==> src/rtl/pid_sched.sv <==
// Time-multiplexing scheduler for a shared ctrlpid_v core: steps the channel address in
// lockstep with the core's 10-state cycle, double-buffers per-channel gains, captures outputs.
module pid_sched #(
    parameter int aw  = 1,
    parameter int ew  = 24,
    parameter int ow  = 12,
    parameter int cw  = 6,
    parameter int KP0 = 0,
    parameter int KI0 = 0,
    parameter int KD0 = 0,
    localparam int an = 1 << aw
) (
    input  logic                clk_pid,
    input  logic                reset,
    input  logic [an*ew-1:0]    err_in,
    input  logic [an-1:0]       ch_en,
    input  logic                cfg_we,
    input  logic [aw-1:0]       cfg_ch,
    input  logic [1:0]          cfg_sel,
    input  logic [cw-1:0]       cfg_data,
    output logic [aw-1:0]       pid_a,
    output logic [ew-1:0]       pid_error,
    output logic [cw-1:0]       pid_kp,
    output logic [cw-1:0]       pid_ki,
    output logic [cw-1:0]       pid_kd,
    input  logic [ow-1:0]       pid_m_k,
    output logic [an*ow-1:0]    m_out,
    output logic                upd,
    output logic [aw-1:0]       upd_ch,
    output logic                frame_done
);

    // ph    | meaning
    // 0     | first cycle after reset, core in its idle state
    // 1..10 | core states E0..E9 for channel ch; m_k is valid on the ph=10 edge
    localparam logic [3:0] PH_IDLE = 4'd0;
    localparam logic [3:0] PH_LAST = 4'd10;

    localparam logic [2:0][cw-1:0] GAIN_RST = {cw'(KD0), cw'(KI0), cw'(KP0)};

    logic [3:0]                  ph_q, ph_d;
    logic [aw-1:0]               ch_q, ch_d;
    logic                        slot_end;
    logic                        load_act;
    logic [2:0][an-1:0][cw-1:0]  shd_q;
    logic [2:0][an-1:0][cw-1:0]  act_q;
    logic [an-1:0][ow-1:0]       m_q;
    logic [an-1:0][ew-1:0]       err_v;
    logic                        upd_q;
    logic [aw-1:0]               upd_ch_q;
    logic                        frame_done_q;

    always_ff @(posedge clk_pid or posedge reset) begin
        if (reset) begin
            ph_q <= PH_IDLE;
        end else begin
            ph_q <= ph_d;
        end
    end

    // Unreachable encodings fall back to idle so the pair can resync after a glitch.
    always_comb begin
        ph_d = PH_IDLE;
        if (ph_q == PH_IDLE || ph_q == PH_LAST) begin
            ph_d = 4'd1;
        end else if (ph_q < PH_LAST) begin
            ph_d = ph_q + 4'd1;
        end
    end

    always_comb begin
        slot_end = (ph_q == PH_LAST);
        load_act = slot_end || (ph_q == PH_IDLE);
        ch_d     = slot_end ? ch_q + 1'b1 : ch_q;
    end

    always_ff @(posedge clk_pid or posedge reset) begin
        if (reset) begin
            ch_q         <= '0;
            m_q          <= '0;
            upd_q        <= 1'b0;
            upd_ch_q     <= '0;
            frame_done_q <= 1'b0;
        end else begin
            ch_q         <= ch_d;
            upd_q        <= slot_end;
            frame_done_q <= slot_end && (&ch_q);
            if (slot_end) begin
                m_q[ch_q] <= ch_en[ch_q] ? pid_m_k : '0;
                upd_ch_q  <= ch_q;
            end
        end
    end

    // Active gains load only when a slot begins; a write landing on that same edge is forwarded.
    always_ff @(posedge clk_pid or posedge reset) begin
        if (reset) begin
            for (int f = 0; f < 3; f++) begin
                for (int n = 0; n < an; n++) begin
                    shd_q[f][n] <= GAIN_RST[f];
                    act_q[f][n] <= GAIN_RST[f];
                end
            end
        end else begin
            for (int f = 0; f < 3; f++) begin
                if (cfg_we && cfg_sel == 2'(f)) begin
                    shd_q[f][cfg_ch] <= cfg_data;
                end
                if (load_act) begin
                    act_q[f][ch_d] <= (cfg_we && cfg_sel == 2'(f) && cfg_ch == ch_d)
                                      ? cfg_data : shd_q[f][ch_d];
                end
            end
        end
    end

    assign err_v      = err_in;
    assign pid_a      = ch_q;
    assign pid_error  = ch_en[ch_q] ? err_v[ch_q] : '0;
    assign pid_kp     = act_q[0][ch_q];
    assign pid_ki     = act_q[1][ch_q];
    assign pid_kd     = act_q[2][ch_q];
    assign m_out      = m_q;
    assign upd        = upd_q;
    assign upd_ch     = upd_ch_q;
    assign frame_done = frame_done_q;

endmodule

==> config.mk <==
export PLATFORM = sky130hd
export DESIGN_NAME = pid_sched
export DESIGN_NICKNAME = d
export VERILOG_FILES = /design/src/rtl/pid_sched.sv
export SDC_FILE = /design/constraint.sdc
export NUM_CORES = 1
export LEC_CHECK = 0
export BUFFER_PORTS_ARGS = -buffer_cell sky130_fd_sc_hd__buf_2
export CAP_MARGIN = 20
export CORE_MARGIN = 8
export CORE_UTILIZATION = 54
export CTS_BUF_LIST = sky130_fd_sc_hd__clkbuf_4 sky130_fd_sc_hd__clkbuf_8
export DETAILED_ROUTE_END_ITERATION = 10
export HOLD_SLACK_MARGIN = 0.06
export PLACE_DENSITY = 0.87
export SLEW_MARGIN = 5
export SYNTH_ARGS = -nofsm -noshare
export SYNTH_HDL_FRONTEND = slang
export SYNTH_SLANG_ARGS = --single-unit
==> constraint.sdc <==
create_clock -name clk_pid -period 4.33 [get_ports clk_pid]
set_input_delay 0.866 -clock clk_pid [delete_from_list [all_inputs] [get_ports clk_pid]]
set_output_delay 0.866 -clock clk_pid [all_outputs]
set_load 0.02 [all_outputs]
# Word-level counts from Yosys, hierarchy flattened
# Cells that the tools add are included.
# classes
addsub,2
magnitude_cmp,7
n_eq_ne,4
mux,37
reduce_logical,13
# op_table
op,n
$mux 6,17
$bwmux 12,6
$mux 24,3
$bwmux 24,1
$mux 12,2
$demux 12 s1,1
$demux 6 s1,2
$logic_and 1x1->1,10
$mux 4,2
$lt 1x2->1 const B,3
$add 4x1->4 const B,1
$eq 4x4->1 const B,1
$logic_not 4->1,1
$lt 4x4->1 const B,1
$ge 1x1->1 const B,3
$mux 1,3
$eq 2x1->1 const B,1
$eq 2x2->1 const B,1
$logic_not 2->1,1
$add 1x1->1 const B,1
$eq 1x1->1,1
$logic_or 1x1->1,1
# word_totals
register_bits,104
in_bits,74
output_inout_bits,70
word_cells,82

# Depth between registers and ports, before layout
# Gate-level depths: netlist of the first run.
# depth
ltp_word,7
ltp_mapped,10
ltp_nobuf,7

# Least setup slack after synthesis of the first run
# No wires, ideal clock.
# synth_path
path_type,reg-to-reg
startpoint,"register ch_q, in the netlist pid_a"
endpoint,register act_q[10] (netlist bit)
setup_ns,0.095
arrival_ns,2.640
t_required_ns,4.235
setup_slack_ns,1.595
stages_incl_launch_ff,11
n_path_buf,5
period_less_slack_ns,2.735
cell_sequence,dfrtp_1 buf_2 buf_1 inv_1 ha_1 or2_1 clkbuf_2 or2_1 buf_6 buf_6 o31ai_1
# synth_via
elab_chain_len,7
elab_cells_between_ends,13
cone_classes,add/sub (1); order compare (2); eq/ne (1); mux (7); reduce/logical (2)
# synth_lines
element,line_no,text
start: declaration,42,"logic [aw-1:0] ch_q, ch_d;"
start signal: assignment,85,ch_q <= ch_d;
$add 1x1->1,74,ch_d = slot_end ? ch_q + 1'b1 : ch_q;
$mux 1 *,74,
$lt 1x2->1 (not written as such) or $ge 1x1->1 (tied branches),110,act_q[f][ch_d] <= (cfg_we && cfg_sel == 2'(f) && cfg_ch == ch_d)
$logic_and 1x1->1,110,
$mux 6,111,? cfg_data : shd_q[f][ch_d];
$demux 6 s1,110,
$bwmux 12 *,110,
end signal: indexed assignment,101,act_q[f][n] <= GAIN_RST[f];
end signal: indexed assignment,110,
end: declaration,46,logic [2:0][an-1:0][cw-1:0] act_q;
# Mark *: on every way between the ends. The rest lies on a longest branch, timed or not. The select of a mux whose other input is x is not followed.
# A chain may end at the register's enable or synchronous reset.

# Worst setup path in the final report of the first run
# layout_path
startpoint,register ph_q[0]
endpoint,register act_q[8] (netlist bit)
# layout_via
elab_chain_len,7
elab_cells_between_ends,15
cone_classes,order compare (2); eq/ne (2); mux (7); reduce/logical (4)
# layout_lines
element,line_no,text
start: declaration,41,"logic [3:0] ph_q, ph_d;"
start signal: assignment,57,ph_q <= ph_d;
$eq 4x4->1 *,72,slot_end = (ph_q == PH_LAST);
net slot_end,43,logic slot_end;
$mux 1,74,
$lt 1x2->1 (not written as such) or $ge 1x1->1 (tied branches),110,
$logic_and 1x1->1,110,
$mux 6,111,
$demux 6 s1,110,
$bwmux 12,110,
# Mark *: on every way through the listed nets, which the timed path passes. The rest lies on a longest branch. The select of a mux whose other input is x is not followed.

==> run_results.csv, run 1 <==
group,metric,value,unit
routing,drt_wl_total,13.51,mm
routing,drt_pass1_iterations,6,
critical_path,crit_slowest_cell,"xor2_2",
critical_path,endpoint_kind,"register",
synth,yosys.area_share.simple,10.72,%
routing,drt_iter0_markers,426,
pwr,fin_total_pwr,2.338,mW
sta,max_freq,319.1,MHz
synth,synth_warnings,0,
sta,finalSetupViolCount,0,
pwr,p_per_area,378.5,mW/mm^2
routing,post_drt_wl_per_cell,17.99,um
sta,fin_setup_tns,0,ps
cts,post_cts_resized,0,
cells_and_area,drive_above_1_share,37.06,%
synth,syn_avg_cell_area,10.58,um^2
cts,cts_tree,"yes",
critical_path,timing.rr.start,"ph_q[0]",
synth,synth-main-ff-cell,"dfrtp_1",
synth,async_flop_share,100.0,%
cts,cts_buffers,9,
place,place_congestion,0.8318,
run,maxCapViolCount,0,
critical_path,rr_endpoint,"act_q[8]",
min_path,min-delay-path-class,"input pin to asynchronous set/reset pin",
cts,clock_path_buffers,2,
critical_path,cp_max_fo,38,
global_routing,grt_max_degree,48,
synth,synth_top_area_cell,"dfrtp_1",
cells_and_area,area_delta_synth_final,17.94,%
place,dp_hpwl,9.751,mm
floorplanning,coreArea,0.009594,mm^2
critical_path,critPathBufInv,2,
critical_path,cp.required,4590,ps
sta,fin_ws,1197,ps
synth,synth_top_family_by_area,"multiplexers",
synth,synth_fa_ha_area_share,1.194,%
floorplanning,die_x,114.5,um
sta,whs,481.6,ps
floorplanning,die_h,114.5,um
cells_and_area,final_common_cell,"buf_2",
sta,timing.final.crit_share,72.36,%
critical_path,path_delay_family,"XOR/XNOR gates",
floorplanning,rows,36,
cts,cts-root-buf,"clkbuf_8",
routing,drc,0,
critical_path,cp_common_cell,"ha_1",
synth,synth_seq_area_share,49.68,%
routing,viasPerCell,5.655,
synth,ys_types,35,
critical_path,worstSetupPathType,"register to register",
synth,synth_edf_count,0,
cells_and_area,register_area,0.002604,mm^2
global_routing,grt_pass1_wl,21.20,mm
routing,vias,4247,
critical_path,reg2reg_slack,1200,ps
global_routing,grt_pass1_vias,4283,
cts,htree_levels,3,
critical_path,crit_cells,8,
critical_path,crit_arrival,3390,ps
pwr,p_leak,2.783,nW
sta,min_period,3133,ps
place,port_buffers,143,
cells_and_area,nets,692,
critical_path,worstPathCellList,"inv_1, ha_1, and3_1, ha_1, buf_4, xor2_2, a221oi_1, o31ai_1",
cts,cts_hold_buffers,0,
sta,worst_pin_slew,837.9,ps
place,preCtsSetupSlack,1292,ps
synth,synth_xor_area_share,0.4777,%
synth,synth_compound_area_share,14.69,%
synth,postSynthCellCount,495,
synth,yosysTopAreaCellShare,49.68,%
floorplanning,ios,144,
global_routing,gr-usage-all-layers,20.12,%
floorplanning,dieArea,0.01311,mm^2
synth,syn_area,0.005239,mm^2
critical_path,cp-start-kind,"register",
routing,drtAntennaViolNets,0,
cells_and_area,fillCellCount,747,
cts,clock_latency,370,ps
cells_and_area,num_antenna_cells,0,
sta,grt_setup_unrepaired,"no",
floorplanning,start_util,54.60,%
cts,path_clk_slew,100,ps
pwr,peakVddDrop,0.0002695,V
place,place_area,0.005963,mm^2
synth,synth_area_leaders,"dfrtp_1 50%, mux2_2 12%, o21ai_0 5.9%, o31ai_1 5.2%, mux2i_1 5.0%",
critical_path,critPathMaxStageDelay,700,ps
run_status,outcome,"finished, final reports clean",
critical_path,crit_path_end,"act_q[8]",
sta,final_max_slew_viol_count,0,
cells_and_area,multi_input_area,0.002317,mm^2
sta,fin_worst_skew,15.01,ps
cells_and_area,fin_area,0.006178,mm^2
sta,slew_headroom,44.09,%
sta,hold_viol,0,
cts,clock_sinks,104,
synth,synth_nets,574,
synth,ys_ff_latch,104,
critical_path,crit_path_start,"ph_q[0]",
cts,post_cts_buffers,0,
critical_path,reg2regPathDepth,8,
cells_and_area,final_cell_mix,"143 x buf_2, 103 x dfrtp_1, 62 x o21ai_0, 56 x mux2_2, 36 x o31ai_1",
global_routing,grt-ovfl-total,0,
synth,synth.mux.area_fraction,17.01,%
global_routing,antenna_found_initial,0,
==> per-stage QoR <==
| stage | std cells | utilization, % |
|---|---|---|
| after detailed placement | 734 | 62.15 |
| after global placement | 734 | 62.15 |
| after CTS | 750 | 64.28 |
| after global routing | 751 | 64.40 |
| after floorplan | 495 | - |
| final | 751 | 64.40 |
==> sequential cells by signal (all words and copies together) (netlist names) <==
name,flops
pid_a,1
ph_q,4
upd,1
m_out,24
upd_ch,1
act_q,36
shd_q,36
frame_done,1
==> per-layer routing <==
metal	GRT usage (%)	part of all wire [%]	vias to the layer above
li1	-	-	2006
met1	23.85	41	2068
met2	34.73	49	161
met3	5.854	8.4	12
met4	5.413	0.95	0
met5	0	0	-
==> logic make-up (layout without fill, tap and decap cells) <==
kind of cell	Yosys count	in the layout
muxes	82	82
and+or+nand+nor	108	108
xor gates and xnor gates	2	2
adders and majority gates	5	5
buffers and inverters	73	196
DFF	104	104
AOI/OAI and AO/OA	121	121
==> worst reg2reg max path, stage by stage (launching register included) <==
cell and delay (ps):
dfrtp_1 400, inv_1 90, ha_1 240, and3_1 200, ha_1 350, buf_4 380, xor2_2 720, a221oi_1 310
o31ai_1 330
==> area by class of cell <==
cell class                 instances  area share, %
inverter                          30          1.863
sequential                       104          42.14
tap                              133          2.693
clock buffer                      10          2.126
timing repair buffer             150          12.49
clock inverter                     6          1.175
multi-input combinational        318          37.50
==> power by group <==
part	internal (mW)	switching, mW	total [mW]
clock network	0.281	0.343	0.625
registers	1.13	0.0754	1.20
logic	0.230	0.279	0.509
==> worst min path at each step <==
stage,startpoint,to
floorplan,act_q[18],act_q[18]
CTS,reset,ph_q[1]
finish,reset,ph_q[1]
global placement,shd_q[35],shd_q[35]
detailed placement,shd_q[21],shd_q[21]
global route,reset,ph_q[3]
==> cell usage after synthesis, types with 2 or more instances <==
cell and number:
and3_1 2, nand2_1 5, or2_1 3, buf_1 9, a221oi_1 18, a21oi_1 2
mux2i_1 26, ha_1 5, buf_4 3, and2b_1 4, buf_2 8, and3b_1 2
o31ai_1 36, dfrtp_1 104, o21ai_0 62, nor2b_1 14, mux2_2 56, inv_1 30
nor2_1 28, nand2b_1 2, nand3b_1 2, buf_6 4, clkbuf_1 18, nand3_1 24
nor3_1 18
Note: power is estimated with default switching activity, not from simulation.
==> run 2: changes to the inputs <==
CORE_UTILIZATION = 49   (was 54)
PLACE_DENSITY = 0.83   (was 0.87)
clock period = 2.7 ns   (was 4.33 ns; I/O delays follow)
==> run_results.csv, run 2 (synthesis results as in run 1) <==
group,metric,value,unit
floorplanning,dieArea,0.01426,mm^2
routing,post_drt_wl_per_cell,18.30,um
place,place_congestion,0.8743,
routing,drtAntennaViolNets,0,
cells_and_area,fin_util,60.80,%
critical_path,critPathBufInv,2,
sta,finalSetupViolCount,0,
global_routing,grtUsageMet2,31.75,%
global_routing,grt-ovfl-total,0,
cts,clock_sinks,104,
place,port_buffers,143,
sta,max_freq,399.3,MHz
place,dp_cells,743,
routing,drt_pass1_iterations,5,
routing,drt_wl_total,13.89,mm
cts,cts_hold_buffers,0,
floorplanning,die_x,119.4,um
sta,grt_setup_unrepaired,"no",
floorplanning,ios,144,
cts,path_clk_slew,110,ps
cells_and_area,area_delta_synth_final,20.35,%
cts,htree_levels,3,
cts,cts_tree,"yes",
sta,timing.final.crit_share,92.76,%
floorplanning,coreArea,0.01037,mm^2
global_routing,grt_max_degree,48,
pwr,p_leak,2.827,nW
floorplanning,start_util,50.52,%
critical_path,cp_max_fo,36,
sta,hold_viol,0,
critical_path,path_delay_family,"adder cells",
critical_path,worstPathCellList,"inv_1, ha_1, and3_1, ha_2, buf_6, and2b_1, a221oi_1, o31ai_1",
global_routing,grt_pass1_wl,22.31,mm
sta,fin_worst_skew,15.54,ps
sta,final_max_slew_viol_count,0,
global_routing,top_usage_layer,"met2",
cts,clock_latency,380,ps
sta,fin_setup_tns,0,ps
critical_path,cp-start-kind,"register",
floorplanning,rows,37,
floorplanning,die_h,119.4,um
place,preCtsSetupSlack,37.65,ps
pwr,peakVddDrop,0.0004820,V
critical_path,cp.required,2950,ps
global_routing,gr-usage-all-layers,19.05,%
pwr,fin_total_pwr,3.798,mW
cts,cts-root-buf,"clkbuf_8",
global_routing,met3_usage,6.566,%
cells_and_area,drive_above_1_share,38.20,%
run_status,outcome,"finished, final reports clean",
cells_and_area,nets,697,
critical_path,crit_arrival,2750,ps
global_routing,grt_pass1_vias,4426,
routing,drc,0,
run,maxCapViolCount,0,
critical_path,endpoint_kind,"register",
critical_path,critPathMaxStageDelay,470,ps
routing,drt_iter0_markers,398,
cts,clock_path_buffers,2,
sta,worst_pin_slew,705.3,ps
global_routing,grtUsageMet1,23.03,%
critical_path,worstSetupPathType,"register to register",
routing,viasPerCell,5.762,
cells_and_area,final_common_cell,"buf_2",
routing,vias,4373,
sta,slew_headroom,52.98,%
cells_and_area,final_cells,759,
cts,cts_buffers,9,
sta,min_period,2505,ps
min_path,min-delay-path-class,"input pin to asynchronous set/reset pin",
critical_path,crit_slowest_cell,"ha_2",
place,dp_hpwl,9.870,mm
global_routing,antenna_found_initial,0,
sta,fin_ws,195.4,ps
cells_and_area,num_antenna_cells,0,
pwr,p_per_area,602.4,mW/mm^2
cells_and_area,final_cell_mix,"143 x buf_2, 103 x dfrtp_1, 62 x o21ai_0, 56 x mux2_2, 36 x o31ai_1",
==> run 2: metrics by stage <==
step                      hold slack (ps)  area (um^2)
final                               255.5         6305
after global routing                287.5         6305
after detailed placement            485.7         6047
after global placement              481.5         6047
after floorplan                     468.7         5244
after CTS                           263.5         6290
==> run 2: timing repair <==
| item | 4_1_cts | 5_1_grt |
|---|---|---|
| hold endpoints to repair | 0 | 0 |
| endpoints found under the setup margin | 2 | 7 |
| setup buffers | 0 | 0 |
| resized for setup | 3 | 4 |
| pin swaps | 0 | 0 |
==> run 2: final timing paths <==
kind | startpoint | end | slack [ps] | cells past startpoint
hold / removal | reset | m_out[14] | 260 | 2
setup / recovery | ph_q[0] | act_q[24] | 200 | 8
min in group clk_pid | pid_m_k[5] | m_out[17] | 410 | 3
max in group asynchronous | reset | shd_q[17] | 1840 | 3
setup reg to reg | ph_q[0] | act_q[24] | 200 | 8
hold reg to reg | shd_q[21] | shd_q[21] | 510 | 1
==> run 2: routing by layer <==
layer	wire length [um]	share of wire [%]
met1	5555	40
met2	6830	49
met3	1336	9.6
met4	170	1.2
met5	0	0
==> run 2: layout make-up <==
cell class | instances | area [um^2]
fill | 826 | 4065
multi-input combinational | 318 | 2347
clock inverter | 7 | 96.34
clock buffer | 9 | 123.9
tap | 136 | 170.2
timing repair buffer | 155 | 847.1
sequential | 104 | 2604
inverter | 30 | 116.4
==> run 2: power breakdown <==
group          internal, mW  switching (mW)  total [mW]
Sequential             1.81           0.125        1.94
Combinational         0.377           0.447       0.824
Clock                 0.457           0.581        1.04
Total                  2.64            1.15        3.80
==> run 3: changes to the inputs <==
ABC_AREA = 1   (was default)
CAP_MARGIN = 10   (was 20)
HOLD_SLACK_MARGIN = 0.03   (was 0.06)
PLACE_DENSITY = 0.84   (was 0.83)
==> run_results.csv, run 3 <==
group,metric,value,unit
floorplanning,start_util,50.34,%
cells_and_area,multi_input_area,0.002171,mm^2
routing,drc,0,
sta,whs,240.9,ps
cells_and_area,num_antenna_cells,0,
place,dp_hpwl,10.30,mm
synth,async_flop_share,100.0,%
cells_and_area,final_cells,978,
global_routing,met3_usage,3.950,%
sta,min_period,2505,ps
floorplanning,rows,37,
synth,syn_avg_cell_area,7.349,um^2
critical_path,cp_max_fo,45,
cts,clock_sinks,104,
sta,fin_ws,195.4,ps
global_routing,grt_pass1_vias,4544,
global_routing,antenna_found_initial,0,
cells_and_area,final_common_cell,"nand2_1",
cts,clock_latency,370,ps
routing,drt_iter0_markers,387,
cells_and_area,fillCellCount,961,
sta,slew_headroom,57.74,%
cts,cts_tree,"yes",
pwr,fin_total_pwr,3.635,mW
floorplanning,dieArea,0.01410,mm^2
pwr,switching_share,30.69,%
synth,yosysMostFrequentCell,"nand2_1",
run,maxCapViolCount,0,
synth,ys_types,21,
synth,syn_area,0.005174,mm^2
cells_and_area,register_area,0.002603,mm^2
pwr,net-switching-power,1.116,mW
synth,synth_seq_area_share,50.30,%
pwr,p_per_area,585.5,mW/mm^2
sta,worst_pin_slew,632.6,ps
synth,yosysTopAreaCellShare,50.30,%
synth,synth_area_leaders,"dfrtp_1 50%, nand2_1 26%, o21ai_0 7.7%, nand3_1 5.3%, inv_1 4.4%",
critical_path,crit_arrival,1960,ps
critical_path,cp-start-kind,"register",
cells_and_area,area_delta_synth_final,20.00,%
cts,path_clk_slew,100,ps
pwr,power_frac_comb,20.3,%
routing,viasPerCell,5.029,
place,dp_cells,962,
sta,timing.final.crit_share,92.76,%
floorplanning,ios,144,
pwr,internal_power,2.520,mW
sta,max_freq,399.3,MHz
floorplanning,die_x,118.8,um
pwr,p_leak,3.726,nW
global_routing,gr-usage-all-layers,19.77,%
global_routing,grt-ovfl-total,0,
synth,synth_nets,783,
synth,synth_common_cells,"352 x nand2_1, 104 x dfrtp_1, 80 x o21ai_0",
critical_path,worstSetupPathType,"register to primary output",
global_routing,grtUsageMet2,32.82,%
cells_and_area,final_cell_mix,"352 x nand2_1, 143 x buf_2, 104 x dfrtp_1, 80 x o21ai_0, 59 x inv_1",
floorplanning,coreArea,0.01028,mm^2
cts,clock_path_buffers,2,
cells_and_area,fin_area,0.006208,mm^2
synth,postSynthCellCount,704,
place,place_congestion,0.7977,
synth,synth-main-ff-cell,"dfrtp_1",
sta,fin_setup_tns,0,ps
cells_and_area,nets,916,
cells_and_area,fin_util,60.41,%
sta,final_max_slew_viol_count,0,
routing,drt_wl_total,13.92,mm
synth,synth_top_area_cell,"dfrtp_1",
synth,synth_edf_count,0,
floorplanning,die_h,118.8,um
routing,drtAntennaViolNets,0,
place,place_area,0.005995,mm^2
sta,hold_viol,0,
cts,htree_levels,3,
pwr,p_clk_share,27.6,%
sta,grt_setup_unrepaired,"no",
pwr,p_seq_share,52.1,%
pwr,peakVddDrop,0.0002490,V
synth,synth_warnings,0,
sta,finalSetupViolCount,0,
critical_path,worstPathCellList,"buf_4, nand2_1, nand2_4, nand2_1, inv_1, buf_2",
cts,cts-root-buf,"clkbuf_8",
place,preCtsSetupSlack,299.6,ps
routing,vias,4918,
cells_and_area,drive_above_1_share,21.73,%
critical_path,endpoint_kind,"primary output",
min_path,min-delay-path-class,"input pin to asynchronous set/reset pin",
cts,cts_buffers,9,
critical_path,reg2reg_slack,250,ps
global_routing,grt_max_degree,56,
routing,drt_pass1_iterations,6,
global_routing,grtUsageMet1,24.69,%
sta,fin_worst_skew,13.52,ps
critical_path,cp.required,2160,ps
place,port_buffers,143,
critical_path,crit_slowest_cell,"buf_4",
run_status,outcome,"finished, final reports clean",
critical_path,critPathMaxStageDelay,420,ps
global_routing,grt_pass1_wl,22.87,mm
synth,ys_ff_latch,104,
routing,post_drt_wl_per_cell,14.23,um
critical_path,cp_common_cell,"nand2_1",
global_routing,top_usage_layer,"met2",
## run 3: cell types whose count changed in the layout (fill, tap and decap cells not counted), sizes merged, moves of 3 or more
cell    delta
mux2      -56
nor2      -24
o21ai     +18
mux2i     -26
nor3      -18
or2        -3
inv       +32
o31ai     -36
nand3     +33
and2b      -4
a221oi    -18
nand2    +348
nor2b     -14
## run 3: final cells by class
| type | count | share of cell area [%] |
|---|---|---|
| Inverter | 64 | 3.950 |
| Clock inverter | 5 | 1.028 |
| Multi-Input combinational cell | 504 | 34.97 |
| Tap cell | 136 | 2.741 |
| Timing Repair Buffer | 154 | 13.06 |
| Sequential cell | 104 | 41.92 |
| Clock buffer | 11 | 2.338 |
## run 3: layer usage
metal / vias up / wire length [um]
li1: 2448 / -
met1: 2250 / 6045
met2: 197 / 6601
met3: 23 / 941
met4: 0 / 331
met5: - / 0
## run 3: cell families after synthesis
family / count (synthesis) / synth area share, %
XOR/XNOR: 1 / 0.1693
buffers and inverters: 96 / 7.835
adder cells (fa/ha/maj): 5 / 1.209
flip-flops: 104 / 50.30
AND/OR/NAND/NOR: 415 / 32.02
AO/OA/AOI/OAI: 83 / 8.464
## run 3: worst max-delay path, delay by kind of cell, from the launching register on
kind          cells  cell delay, ps
buf+inv           3             640
flops             1             370
simple gates      3             550
## run 3: path summary, 6_finish.rpt
kind | to | startpoint | cells past startpoint
max reg2reg | act_q[20] | ph_q[0] | 12
min reg2reg | m_out[21] | m_out[21] | 2
max | pid_error[6] | pid_a | 6
min | m_out[16] | reset | 2
min in group clk_pid | m_out[2] | pid_m_k[2] | 3
max in group asynchronous | act_q[30] | reset | 3
## run 3: what timing repair did
action | 4_1_cts | 5_1_grt
endpoints found under the setup margin | 0 | 24
gates resized for setup | 0 | 1
hold buffers | 0 | 0
setup buffers | 0 | 0
## run 3: power by group through the flow
| stage | registers (mW) | clock network (mW) | logic (mW) |
|---|---|---|---|
| 2_1_floorplan | 1.92 | 0 | 0.473 |
| 3_3_place_gp | 1.91 | 0 | 0.730 |
| 3_5_place_dp | 1.92 | 0 | 0.741 |
| 4_1_cts | 1.89 | 1.03 | 0.746 |
| 5_1_grt | 1.92 | 1.09 | 0.837 |
| 6_report | 1.89 | 1.00 | 0.736 |
